==> config.mk <==
export PLATFORM = sky130hd
export DESIGN_NAME = cv32e40px_irq_arbiter
export DESIGN_NICKNAME = d
export VERILOG_FILES = /design/src/rtl/cv32e40px_irq_arbiter.sv
export SDC_FILE = /design/constraint.sdc
export NUM_CORES = 1
export LEC_CHECK = 0
export ABC_CLOCK_PERIOD_IN_PS = 34100
export BUFFER_PORTS_ARGS = -buffer_cell sky130_fd_sc_hd__buf_4
export CAP_MARGIN = 0
export CORE_MARGIN = 5
export CORE_UTILIZATION = 46
export CTS_CLUSTER_SIZE = 40
export DETAILED_ROUTE_END_ITERATION = 7
export GPL_ROUTABILITY_DRIVEN = 0
export HOLD_SLACK_MARGIN = 0.1
export PLACE_DENSITY = 0.65
export REMOVE_ABC_BUFFERS = 1
export SLEW_MARGIN = 20
export SYNTH_ARGS = -nofsm -noshare
export SYNTH_HDL_FRONTEND = slang
export SYNTH_SLANG_ARGS = --single-unit
==> constraint.sdc <==
create_clock -name clk -period 34.1 [get_ports clk]
set_clock_uncertainty 0.15 [all_clocks]
set_input_delay 6.82 -clock clk [delete_from_list [all_inputs] [get_ports clk]]
set_output_delay 6.82 -clock clk [all_outputs]
set_load 0.02 [all_outputs]
==> src/rtl/cv32e40px_irq_arbiter.sv <==
`default_nettype none
// ============================================================================
// Module      : cv32e40px_irq_arbiter
// Description : Programmable-priority scheduler for the 16 fast interrupt
//               lines irq[31:16]; presents one held one-hot request per ack.
// Revision    : 1.0 - initial release
// ============================================================================
module cv32e40px_irq_arbiter #(
   parameter  int NUM_IRQ = 16,
   parameter  int PRIO_W  = 3,
   localparam int IDX_W   = (NUM_IRQ > 1) ? $clog2(NUM_IRQ) : 1
) (
   input  logic               clk,
   input  logic               rst_n,
   input  logic [NUM_IRQ-1:0] irq_src_i,
   input  logic               cfg_we_i,
   input  logic [IDX_W-1:0]   cfg_idx_i,
   input  logic               cfg_en_i,
   input  logic               cfg_edge_i,
   input  logic [PRIO_W-1:0]  cfg_prio_i,
   input  logic [PRIO_W-1:0]  thresh_i,
   output logic [31:0]        irq_o,
   input  logic               irq_ack_i,
   input  logic [4:0]         irq_ack_id_i,
   output logic               busy_o,
   output logic [4:0]         sel_id_o,
   output logic [NUM_IRQ-1:0] pend_o
);

   typedef enum logic [1:0] {
      ST_IDLE  = 2'd0,
      ST_REQ   = 2'd1,
      ST_CLEAR = 2'd2
   } state_t;

   logic [NUM_IRQ-1:0] r_en;
   logic [NUM_IRQ-1:0] r_edge;
   logic [PRIO_W-1:0]  r_prio [NUM_IRQ];
   logic [NUM_IRQ-1:0] r_src_q;
   logic [NUM_IRQ-1:0] r_pend;
   state_t             r_state;
   logic [IDX_W-1:0]   r_sel;
   logic [4:0]         r_sel_id;
   logic [31:0]        r_irq;

   logic               w_idx_ok;
   logic [NUM_IRQ-1:0] w_rise;
   logic [NUM_IRQ-1:0] w_elig;
   logic [NUM_IRQ-1:0] w_clr;
   logic               w_any;
   logic [IDX_W-1:0]   w_win;
   logic [PRIO_W-1:0]  w_win_prio;
   logic               w_ack_hit;
   state_t             w_state_nxt;
   logic [IDX_W-1:0]   w_sel_nxt;
   logic [4:0]         w_id_nxt;
   logic [31:0]        w_irq_nxt;

   assign w_idx_ok = (int'(cfg_idx_i) < NUM_IRQ);
   assign w_rise   = irq_src_i & ~r_src_q;

   always_ff @(posedge clk) begin
      if (!rst_n) begin
         r_en   <= '0;
         r_edge <= '0;
         for (int i = 0; i < NUM_IRQ; i++) r_prio[i] <= '0;
      end else if (cfg_we_i && w_idx_ok) begin
         r_en[cfg_idx_i]   <= cfg_en_i;
         r_edge[cfg_idx_i] <= cfg_edge_i;
         r_prio[cfg_idx_i] <= cfg_prio_i;
      end
   end

   // A new edge in the same cycle as retirement keeps the line pending.
   always_ff @(posedge clk) begin
      if (!rst_n) begin
         r_src_q <= '0;
         r_pend  <= '0;
      end else begin
         r_src_q <= irq_src_i;
         for (int i = 0; i < NUM_IRQ; i++) begin
            if (r_edge[i]) r_pend[i] <= w_rise[i] | (r_pend[i] & ~w_clr[i]);
            else           r_pend[i] <= irq_src_i[i];
         end
      end
   end

   // Ascending scan with >= lets the highest index win a priority tie.
   always_comb begin
      w_elig     = '0;
      w_any      = 1'b0;
      w_win      = '0;
      w_win_prio = '0;
      for (int i = 0; i < NUM_IRQ; i++) begin
         w_elig[i] = r_pend[i] & r_en[i] & (r_prio[i] > thresh_i);
         if (w_elig[i] && (!w_any || r_prio[i] >= w_win_prio)) begin
            w_any      = 1'b1;
            w_win      = i[IDX_W-1:0];
            w_win_prio = r_prio[i];
         end
      end
   end

   always_comb begin
      w_state_nxt = r_state;
      w_sel_nxt   = r_sel;
      w_clr       = '0;
      w_ack_hit   = irq_ack_i && (irq_ack_id_i == r_sel_id);
      case (r_state)
         ST_IDLE: begin
            if (w_any) begin
               w_state_nxt = ST_REQ;
               w_sel_nxt   = w_win;
            end
         end
         ST_REQ: begin
            if (w_ack_hit) begin
               w_state_nxt = ST_CLEAR;
               if (r_edge[r_sel]) w_clr[r_sel] = 1'b1;
            end else if (!w_elig[r_sel]) begin
               w_state_nxt = ST_IDLE;
            end else if (w_win_prio > r_prio[r_sel]) begin
               w_sel_nxt = w_win;
            end
         end
         ST_CLEAR: w_state_nxt = ST_IDLE;
         default:  w_state_nxt = ST_IDLE;
      endcase
      w_id_nxt  = 5'd16 | 5'(w_sel_nxt);
      w_irq_nxt = '0;
      if (w_state_nxt == ST_REQ) w_irq_nxt[w_id_nxt] = 1'b1;
   end

   always_ff @(posedge clk) begin
      if (!rst_n) begin
         r_state  <= ST_IDLE;
         r_sel    <= '0;
         r_sel_id <= '0;
         r_irq    <= '0;
      end else begin
         r_state  <= w_state_nxt;
         r_sel    <= w_sel_nxt;
         r_sel_id <= (w_state_nxt == ST_REQ) ? w_id_nxt : 5'd0;
         r_irq    <= w_irq_nxt;
      end
   end

   assign irq_o    = r_irq;
   assign sel_id_o = r_sel_id;
   assign busy_o   = (r_state != ST_IDLE);
   assign pend_o   = r_pend;

endmodule
`default_nettype wire

==> results.md, run 1 <==
- Status: completed
- IO Count: 91
- Clock latency on the worst-skew pair: 430 ps
- Clock sinks: 139
- Power density cells: 37.98 mW/mm^2
- Routed wire per std cell: ~19 um
- Simple-Gate Fraction of Synth Area: 0.1970
- Gate Count Post-Synth: 991
- Area contributors post-synth: dfxtp_1 (19%), edfxtp_1 (15%), ha_1 (12%)
- Crit Path Category: primary input to flop
- Hpwl dp: 19960 um
- Max-slew violation count: 0
- Count leader, synth: dfxtp_1
- DR vias/cell: 5.724
- Mapped Area: about 0.0095 mm^2
- Area share of the largest cell type after synthesis: 0.1916
- Hold Crit Depth: 3
- Reg-to-Reg End: irq_o[19]
- Synth Area in XOR/XNOR: 0.004606
- Data arrival, critical path: around 32000 ps
- Post-synth cell types: 90
- Post-Syn Area per Cell: 9.593 um^2
- Compound-Gate Fraction of Synth Area: 0.2165
- Core box area: 0.02030 mm^2
- Final setup fails: 0
- Root buffer cell: clkbuf_16
- Layout cell share with drive strength beyond 1: 0.1721
- Antenna Violating Nets Remaining: 0
- Initial antenna violation count: 0
- Largest net degree at the start of global routing: 60
- Area growth, synth to finish: 14.15%
- Multi-input gate area: slightly below 0.006 mm^2
- Placed Area: slightly above 0.01 mm^2
- Die ar.: 0.02364 mm^2
- FF+latch count, synth: 139
- Critical path launch point: thresh_i[2]
- Register area share after synthesis: 0.3432
- Static leakage: 4.528 nW
- Worst-path maximum fanout: 16
- Hold Path End: pend_o[9]
- Worst r2r src: r_prio[0][1]
- Drt first pass iters: 5
- Post-route DRC violation count: 0
- Fin Setup TNS: 0 ps
- Starting DRT DRC Count: 780
- Worst EP required: 34310 ps
- Initial Utilization: 0.4683
- Worst path max stage delay: 550 ps
- Worst slew margin: 0.3311
- Clock-pin slew on the worst setup and hold paths: approximately 60 ps
- Die height: roughly 150 um
- Post-CTS Hold Buffers: 0
- Fin crit share: 0.9455
- Final Hold Vio Count: 0
- Die Width: ~150 um
- Post-synth EDFFs: 48
- Synth Flop Type: dfxtp_1
- RSZ-0062 raised after global routing: false
- Post-layout minimum cycle time: 32240 ps
- Worst-margin pin slew: 996.6 ps
- Setup crit end kind: flop
- Synth warn: 0
- Num CTS Buffers: 17
- Slowest-stage cell, CP: or4_4
- Max cap viols: 0
- Most instantiated cells after synthesis: dfxtp_1 (91), nand2_1 (90), ha_1 (89)
- Port Buffers: 74
- Max Clk Rate: 31.02 MHz
- Total Routing Usage GR: 0.2140
- Vias in the first global route: 7285
- Finished Cell Area: about 0.011 mm^2
- Post-CTS Setup Bufs: 0
- Post-synthesis mux area share: 0.07252
- R2R setup slack: 8190 ps
- Most Frequent Cell on Critical Path: ha_1
- Number of fill cells: ~1900
- Drt total wl: approximately 25000 um
- Antenna diodes: 0
- Row cnt: between 50 and 60
- Hold_sp: r_src_q[9]
- CTS Buffer Depth: 2
- Final worst slack: 1859 ps
- Dpl ws: 972.6 ps
- Async SR Flop Fraction: 0
- Via count: 7699
- Fin nets: between 1000 and 1500
- Register Area: approximately 0.0033 mm^2
- First-pass GRT wire length: 40540 um
- Final Util: 0.5346
- CTS tree: yes
- Synth Area in Adders: 0.1171
- R2R cell count: 120
- Largest family of logic cells by synthesized area: compound AO/OA/AOI/OAI gates
- Grt ovf: 0
- Hold Crit Class: flop to flop
- H-Tree Depth: 4
- CP startpoint kind: primary input
- Worst IR drop on VDD: 0.03348 mV
- Dominant cell type by area after synthesis: dfxtp_1
[cells by family (layout without fill, tap and decap cells)]
logic type	Yosys count	after routing
simple gates	357	357
compound gates	260	260
flops	139	139
buf+inv	104	173
fa+ha+maj	89	89
mux	36	36
xor+xnor	5	5
other cells	1	16
[stage by stage]
stage          hold WS, ps  power, mW  instances
6_report             317.4     0.4122       1345
5_1_grt              342.8     0.4285       1345
4_1_cts              319.1     0.4129       1345
3_5_place_dp         305.0     0.2364       1313
3_3_place_gp         298.9     0.2353       1313
2_1_floorplan        293.9     0.2171        965
[registers in the layout, summed over array words and instances (netlist names)]
signal	flops
r_en	16
irq_o	16
r_sel	4
r_prio	48
r_edge	16
r_state	2
sel_id_o	5
pend_o	16
r_src_q	16
[routing by layer]
layer / wire, um / global-route usage
met1: 12090 / 0.3084
met4: 389 / 0.05257
met2: 11340 / 0.3367
met3: 1481 / 0.03569
met5: 0 / 0
[final cells by class]
class	instances	share of cell area
clock inverter	14	0.01245
multi-input combinational	763	0.5404
timing repair buffer	78	0.05396
tap	270	0.03113
clock buffer	18	0.03955
sequential	139	0.3007
inverter	63	0.02179
[repair_timing]
action	CTS	global route
resized for setup	0	8
setup endpoints to repair	0	24
endpoints found under the hold margin	0	0
[cell usage in the layout, fill, tap and decap left out, types with 7 or more instances in the layout]
cell type and instances:
o2111ai_1 16, inv_1 63, edfxtp_1 48, clkbuf_16 17
nand2_1 90, conb_1 16, ha_1 89, dfxtp_1 91
a21oi_1 28, o211a_1 8, mux4_2 24, nand2b_1 29
inv_6 7, a21o_1 15, a31oi_1 10, o21a_1 25
nand3_1 22, nor2b_1 22, o211ai_1 9, nor3_1 13
buf_4 78, and2_1 77, nor2_1 62, a22o_1 33
or2_2 7, o21ai_0 30, o31a_1 8
[worst max-delay path by stage]
stage | slack (ps) | to | cells after the start
global route | 50 | irq_o[27] | 123
detailed placement | 970 | irq_o[19] | 122
global placement | 1290 | irq_o[19] | 122
finish | 1860 | irq_o[19] | 123
floorplan | 3500 | irq_o[19] | 120
CTS | 1240 | irq_o[27] | 123
[report_power, final]
part / internal, mW / switching, mW / total, mW / leakage [nW]
Combinational: 0.0204 / 0.0278 / 0.0481 / 3.05
Sequential: 0.178 / 0.00775 / 0.185 / 1.20
Clock: 0.102 / 0.0766 / 0.179 / 0.278
[critical path: cells and delay by family]
| kind | cells | cell delay (ps) |
|---|---|---|
| and+or+nand+nor | 37 | 6480 |
| buffers and inverters | 6 | 660 |
| muxes | 7 | 2310 |
| adders and majority gates | 17 | 4650 |
| AOI/OAI and AO/OA | 56 | 11500 |
Note: power is estimated with default switching activity, not from simulation.
==> inputs of run 2 (changes only) <==
PLACE_DENSITY = 0.72   (was 0.65)
TNS_END_PERCENT = 1   (was default)
==> run 2 against run 1 <==
  * Fmax down 0.54%
  * Via count up 0.99%
  * Wire length down 3.6%
  * Cell count unchanged
  * Sequential cell count unchanged
  * Setup slack worse by 180 ps
  * Sequential power about the same
  * Power up 3.7%
  * Hold slack better by 1.4 ps
  * Largest cell class unchanged
==> results.md, run 2 (synthesis results as in run 1) <==
- Hold Path End: pend_o[7]
- Via count: 7775 (+0.99%)
- Clock latency on the worst-skew pair: 420 ps (about the same)
- Max Clk Rate: 30.85 MHz (-0.54%)
- Area growth, synth to finish: 14.74%
- Post-CTS Hold Buffers: 0 (unchanged)
- Hold Crit Depth: 3 (unchanged)
- Clock-pin slew on the worst setup and hold paths: 60 ps (about the same)
- Final Util: 0.5374 (+0.002774)
- Fin crit share: 0.9507 (+0.005158)
- Clock sinks: 139 (unchanged)
- CP startpoint kind: primary input
- DR top layer: met4
- Starting DRT DRC Count: 784 (+0.51%)
- Sum of buffers and inverters on the critical path: 6 (unchanged)
- Row cnt: 52 (unchanged)
- CP top delay family: compound AO/OA/AOI/OAI gates
- Crit Path Category: primary input to flop
- Post-CTS Setup Bufs: 0 (unchanged)
- Routed wire per std cell: 18.13 um (-3.6%)
- Die height: 153.8 um (unchanged)
- IO Count: 91 (unchanged)
- Layout cell share with drive strength beyond 1: 0.1730 (+0.0009302)
- Final total power: 427.6 uW (+3.7%)
- Met3 routed WL: 1736 um (+17%)
- Crit path depth: 122 (-0.81%)
- Die ar.: 0.02364 mm^2 (unchanged)
- Hold Slack: 318.8 ps (+1.385 ps)
- Total Routing Usage GR: 0.1989 (-0.01510)
- Drt total wl: 24390 um (-3.6%)
- Most frequent cells in the layout: dfxtp_1 (91), nand2_1 (90), ha_1 (89)
- CTS Buffer Depth: 2 (unchanged)
- Worst-path maximum fanout: 16 (unchanged)
- Vias in the first global route: 7077 (-2.9%)
- Commonest non-fill, non-tap cell in the layout: dfxtp_1
- Num CTS Buffers: 17 (unchanged)
- Fin nets: 1188 (unchanged)
- Core box area: 0.02030 mm^2 (unchanged)
- Final Hold Vio Count: 0 (unchanged)
- Hold_sp: r_src_q[7]
- Port Buffers: 74 (unchanged)
- Metal-1 WL: 11280 um (-6.7%)
- Worst r2r src: r_prio[0][1]
- Worst IR drop on VDD: 0.03153 mV (-5.8%)
- DR WL met2: 10890 um (-3.9%)
- Root buffer cell: clkbuf_16
- Max cap viols: 0 (unchanged)
- Worst-margin pin slew: 1085 ps (+88.14 ps)
- Slowest-stage cell, CP: or4_4
- R2R setup slack: 7990 ps (-200 ps)
- Post-layout minimum cycle time: 32420 ps (+175.9 ps)
- Final setup fails: 0 (unchanged)
- R2R cell count: 119 (-0.83%)
- CTS tree: yes
- Worst path max stage delay: 550 ps (about the same)
- Antenna Violating Nets Remaining: 0 (unchanged)
- Post-route DRC violation count: 0 (unchanged)
- Data arrival, critical path: 32620 ps (+160 ps)
- Largest net degree at the start of global routing: 60 (unchanged)
- Dpl ws: 1001 ps (+28.89 ps)
- Reg-to-Reg End: irq_o[19]
- Antenna diodes: 0 (unchanged)
- Grt ovf: 0 (unchanged)
- Final worst slack: 1683 ps (-175.9 ps)
- Static leakage: 4.554 nW (+0.57%)
- Setup crit end kind: flop
- Initial antenna violation count: 0 (unchanged)
- Worst EP required: 34300 ps (about the same)
- First-pass GRT wire length: 37690 um (-7.0%)
- Power density cells: 39.20 mW/mm^2 (+3.2%)
- Most Frequent Cell on Critical Path: ha_1
- DR vias/cell: 5.781 (+0.99%)
- Initial Utilization: 0.4683 (unchanged)
- Fin Setup TNS: 0 ps (unchanged)
- Die Width: 153.8 um (unchanged)
- Worst slew margin: 0.2719 (-0.05916)
- Hold Crit Class: flop to flop
- Max-slew violation count: 0 (unchanged)
- Hpwl dp: 19390 um (-2.9%)
- Drt first pass iters: 5 (unchanged)
- Largest register FFs: 48 (unchanged)
- H-Tree Depth: 4 (unchanged)
- Status: completed
- Reg with most FFs: r_prio
## run 2: cell count changes in the layout (fill, tap and decap cells not counted), sizes merged
cell      change
clkbuf        -1
clkinv        -3
inv           +1
clkinvlp      +1
bufinv        +2
## run 2: what timing repair did
item                                   4_1_cts  5_1_grt
gates resized for setup                      0        6
setup endpoints to repair                    0       24
endpoints found under the hold margin        0        0
## run 2: area by class of cell
cell class	instances	area, um^2
sequential	139	3263
multi-input combinational	763	5858
clock buffer	17	425.4
clock inverter	15	201.4
timing repair buffer	78	585.6
inverter	63	236.5
tap	270	337.8
fill	1829	9392
## run 2: worst reg2reg max path, delay by kind of cell, from the launching register on
| kind | cells | cell delay [ps] |
|---|---|---|
| DFF | 1 | 450 |
| muxes | 7 | 2360 |
| and+or+nand+nor | 38 | 6720 |
| adders and majority gates | 17 | 4630 |
| buffers and inverters | 3 | 250 |
| AOI/OAI and AO/OA | 54 | 11460 |
## run 2: report_power, final
| group | switching [mW] | internal, mW |
|---|---|---|
| sequential | 0.00748 | 0.178 |
| clock | 0.0763 | 0.118 |
| combinational | 0.0277 | 0.0204 |
## run 2: per-stage QoR
stage          std cells  cell area [um^2]
2_1_floorplan        965              9338
3_3_place_gp        1313             10260
3_5_place_dp        1313             10260
4_1_cts             1345             10890
5_1_grt             1345             10910
6_report            1345             10910
## run 2: worst max-delay path by stage
stage	slack [ps]	start	to
5_1_grt	-30	thresh_i[2]	irq_o[19]
3_5_place_dp	1000	thresh_i[2]	irq_o[19]
3_3_place_gp	1470	thresh_i[2]	irq_o[19]
2_1_floorplan	3500	thresh_i[1]	irq_o[19]
4_1_cts	1350	thresh_i[2]	irq_o[19]
6_report	1680	thresh_i[2]	irq_o[19]
## run 2: layer usage
| layer | vias up | track usage |
|---|---|---|
| met1 | 3625 | 0.2797 |
| met2 | 306 | 0.3159 |
| met5 | - | 0 |
| met4 | 0 | 0.05719 |
| li1 | 3810 | - |
| met3 | 34 | 0.03485 |
==> inputs of run 3 (changes only) <==
ABC_CLOCK_PERIOD_IN_PS = 35000   (was 34100)
clock period = 35 ns   (was 34.1 ns; I/O delays follow)
==> run 3 against run 2 <==
  * Die area unchanged
  * Setup slack better by 330 ps
  * Count of clock-buffer cells in the layout increased by 4
  * Core utilization fell by 0.27 points
  * Non-clock buffer count fell by 2
  * Sequential cell count is the same
  * Power fell by 5.3%
  * Cell count shrank 0.15%
  * Register-to-register slack gained 710 ps
  * Clock power is 9% lower
==> results.md, run 3 (synthesis results as in run 1) <==
- Status: completed
- DR vias/cell: 5.922 (+2.4%)
- Most frequent cells in the layout: dfxtp_1 (91), nand2_1 (90), ha_1 (89)
- Slowest-stage cell, CP: or4_4
- Commonest non-fill, non-tap cell in the layout: dfxtp_1
- Post-CTS Hold Buffers: 0 (unchanged)
- Die height: 153.8 um (unchanged)
- Finished Cell Area: 0.01085 mm^2 (-0.51%)
- CP startpoint kind: primary input
- Max Clk Rate: about 30 MHz
- RSZ-0062 raised after global routing: false
- Port Buffers: 74 (unchanged)
- Row cnt: 52 (unchanged)
- R2R cell count: 120 (+0.84%)
- Max-slew violation count: 0 (unchanged)
- Antenna diodes: 0 (unchanged)
- CTS tree: yes
- Hold Crit Class: flop to flop
- Final Util: 0.5346 (-0.002712)
- Worst path max stage delay: 550 ps (about the same)
- Largest register FFs: 48 (unchanged)
- Worst slew margin: 0.2645 (-0.007423)
- Worst Setup EP: irq_o[19]
- Routed wire per std cell: 18.59 um (+2.5%)
- R2R setup slack: 8700 ps (+710 ps)
- Clock sinks: 139 (unchanged)
- Max cap viols: 0 (unchanged)
- Hold Slack: 321.3 ps (+2.526 ps)
- Post-CTS sizing: 0 (unchanged)
- Net Sw Frac: 0.2688 (+0.008067)
- Most Frequent Cell on Critical Path: ha_1
- Die Width: 153.8 um (unchanged)
- Post-CTS Setup Bufs: 0 (unchanged)
- Num CTS Buffers: 17 (unchanged)
- Root buffer cell: clkbuf_16
- Data arrival, critical path: 33190 ps (+570 ps)
- Int Power: 296.0 uW (-6.3%)
- Post-route DRC violation count: 0 (unchanged)
- Worst r2r src: r_prio[0][1]
- Static leakage: 4.514 nW (-0.87%)
- Critical path launch point: thresh_i[2]
- Clock share of power: 0.438 (-0.016)
- Drt first pass iters: 5 (unchanged)
- Placed Area: 0.01025 mm^2 (-0.15%)
- Hpwl dp: 19490 um (+0.53%)
- Total Routing Usage GR: 0.2053 (+0.006440)
- Drt total wl: 24960 um (+2.4%)
- Via count: 7953 (+2.3%)
- Switching Power: 108.8 uW (-2.4%)
- Crit Path Category: primary input to flop
- Power density cells: 37.30 mW/mm^2 (-4.8%)
- First-pass GRT wire length: 39090 um (+3.7%)
- IO Count: 91 (unchanged)
- Fin crit share: 0.9425
- CTS Buffer Depth: 2 (unchanged)
- Vias in the first global route: 7347 (+3.8%)
- Worst IR drop on VDD: 0.03206 mV (+1.7%)
- Worst-path maximum fanout: 16 (unchanged)
- Largest net degree at the start of global routing: 60 (unchanged)
- H-Tree Depth: 4 (unchanged)
- Worst-margin pin slew: 1096 ps (+11.06 ps)
- Clock latency on the worst-skew pair: 430 ps (about the same)
- Reg power frac: 0.446 (+0.013)
- Post-layout minimum cycle time: 32990 ps
- Antenna Violating Nets Remaining: 0 (unchanged)
- Grt ovf: 0 (unchanged)
- Final setup fails: 0 (unchanged)
- Layout cell share with drive strength beyond 1: 0.1696 (-0.003405)
- Initial Utilization: 0.4683 (unchanged)
- Reg-to-Reg End: irq_o[19]
- Combinational share of power: 0.116 (+0.004)
- Fin Setup TNS: 0 ps (unchanged)
- Fin nets: 1186 (-0.17%)
- Area growth, synth to finish: 14.16%
- Reg with most FFs: r_prio
- Final Hold Vio Count: 0 (unchanged)
- Die ar.: 0.02364 mm^2 (unchanged)
- Clock-pin slew on the worst setup and hold paths: 60 ps (about the same)
- Setup crit end kind: flop
- Hold Crit Depth: 3 (unchanged)
- Starting DRT DRC Count: 787 (+0.38%)
- Initial antenna violation count: 0 (unchanged)
- Worst EP required: 35200 ps (+900 ps)
- Final total power: 404.9 uW (-5.3%)
- Core box area: 0.02030 mm^2 (unchanged)
-- run 3: cell types whose count changed in the layout (fill, tap and decap cells not counted), sizes merged --
cell / change
inv: -2
clkinvlp: +2
buf: -2
clkinv: -1
bufinv: -3
clkbuf: +4
-- run 3: cell type report --
class                   count  area (um^2)
clock buffers              21        493.0
clock inverters            11        95.09
fillers                  1863         9447
inverters                  63        244.0
multi-input cells         763         5849
flip-flops and latches    139         3263
well taps                 270        337.8
repair buffers             76        570.5
-- run 3: power groups by stage --
| stage | clock network, mW | logic [mW] | registers (mW) |
|---|---|---|---|
| floorplan | 0 | 0.0296 | 0.182 |
| global placement | 0 | 0.0449 | 0.183 |
| detailed placement | 0 | 0.0460 | 0.184 |
| CTS | 0.179 | 0.0464 | 0.180 |
| global route | 0.186 | 0.0521 | 0.181 |
| finish | 0.177 | 0.0469 | 0.180 |
-- run 3: per-layer routing --
layer / GRT usage / part of all wire / vias to the layer above
li1: - / - / 3799
met1: 0.2849 / 0.46 / 3765
met2: 0.3278 / 0.45 / 341
met3: 0.03850 / 0.071 / 48
met4: 0.06098 / 0.023 / 0
met5: 0 / 0 / -
-- run 3: how the worst min path moves through the flow --
stage	from	endpoint	slack (ps)
global placement	r_src_q[9]	pend_o[9]	300
detailed placement	r_src_q[9]	pend_o[9]	310
global route	r_src_q[6]	pend_o[6]	340
finish	r_src_q[8]	pend_o[8]	320
floorplan	r_src_q[2]	pend_o[2]	290
CTS	r_src_q[8]	pend_o[8]	320
-- run 3: worst max-delay path: cells and delay by family --
| family | cells | cell delay [ps] |
|---|---|---|
| AO/OA/AOI/OAI | 55 | 11310 |
| adder cells (fa/ha/maj) | 17 | 4730 |
| AND/OR/NAND/NOR | 40 | 7530 |
| multiplexers | 6 | 1980 |
| buffers and inverters | 4 | 620 |
-- run 3: metrics by stage --
stage | setup WS (ps) | cells
6_report | 2012 | 1343
4_1_cts | 1860 | 1343
3_5_place_dp | 1582 | 1311
5_1_grt | 99.31 | 1343
2_1_floorplan | 4224 | 965
3_3_place_gp | 1898 | 1311
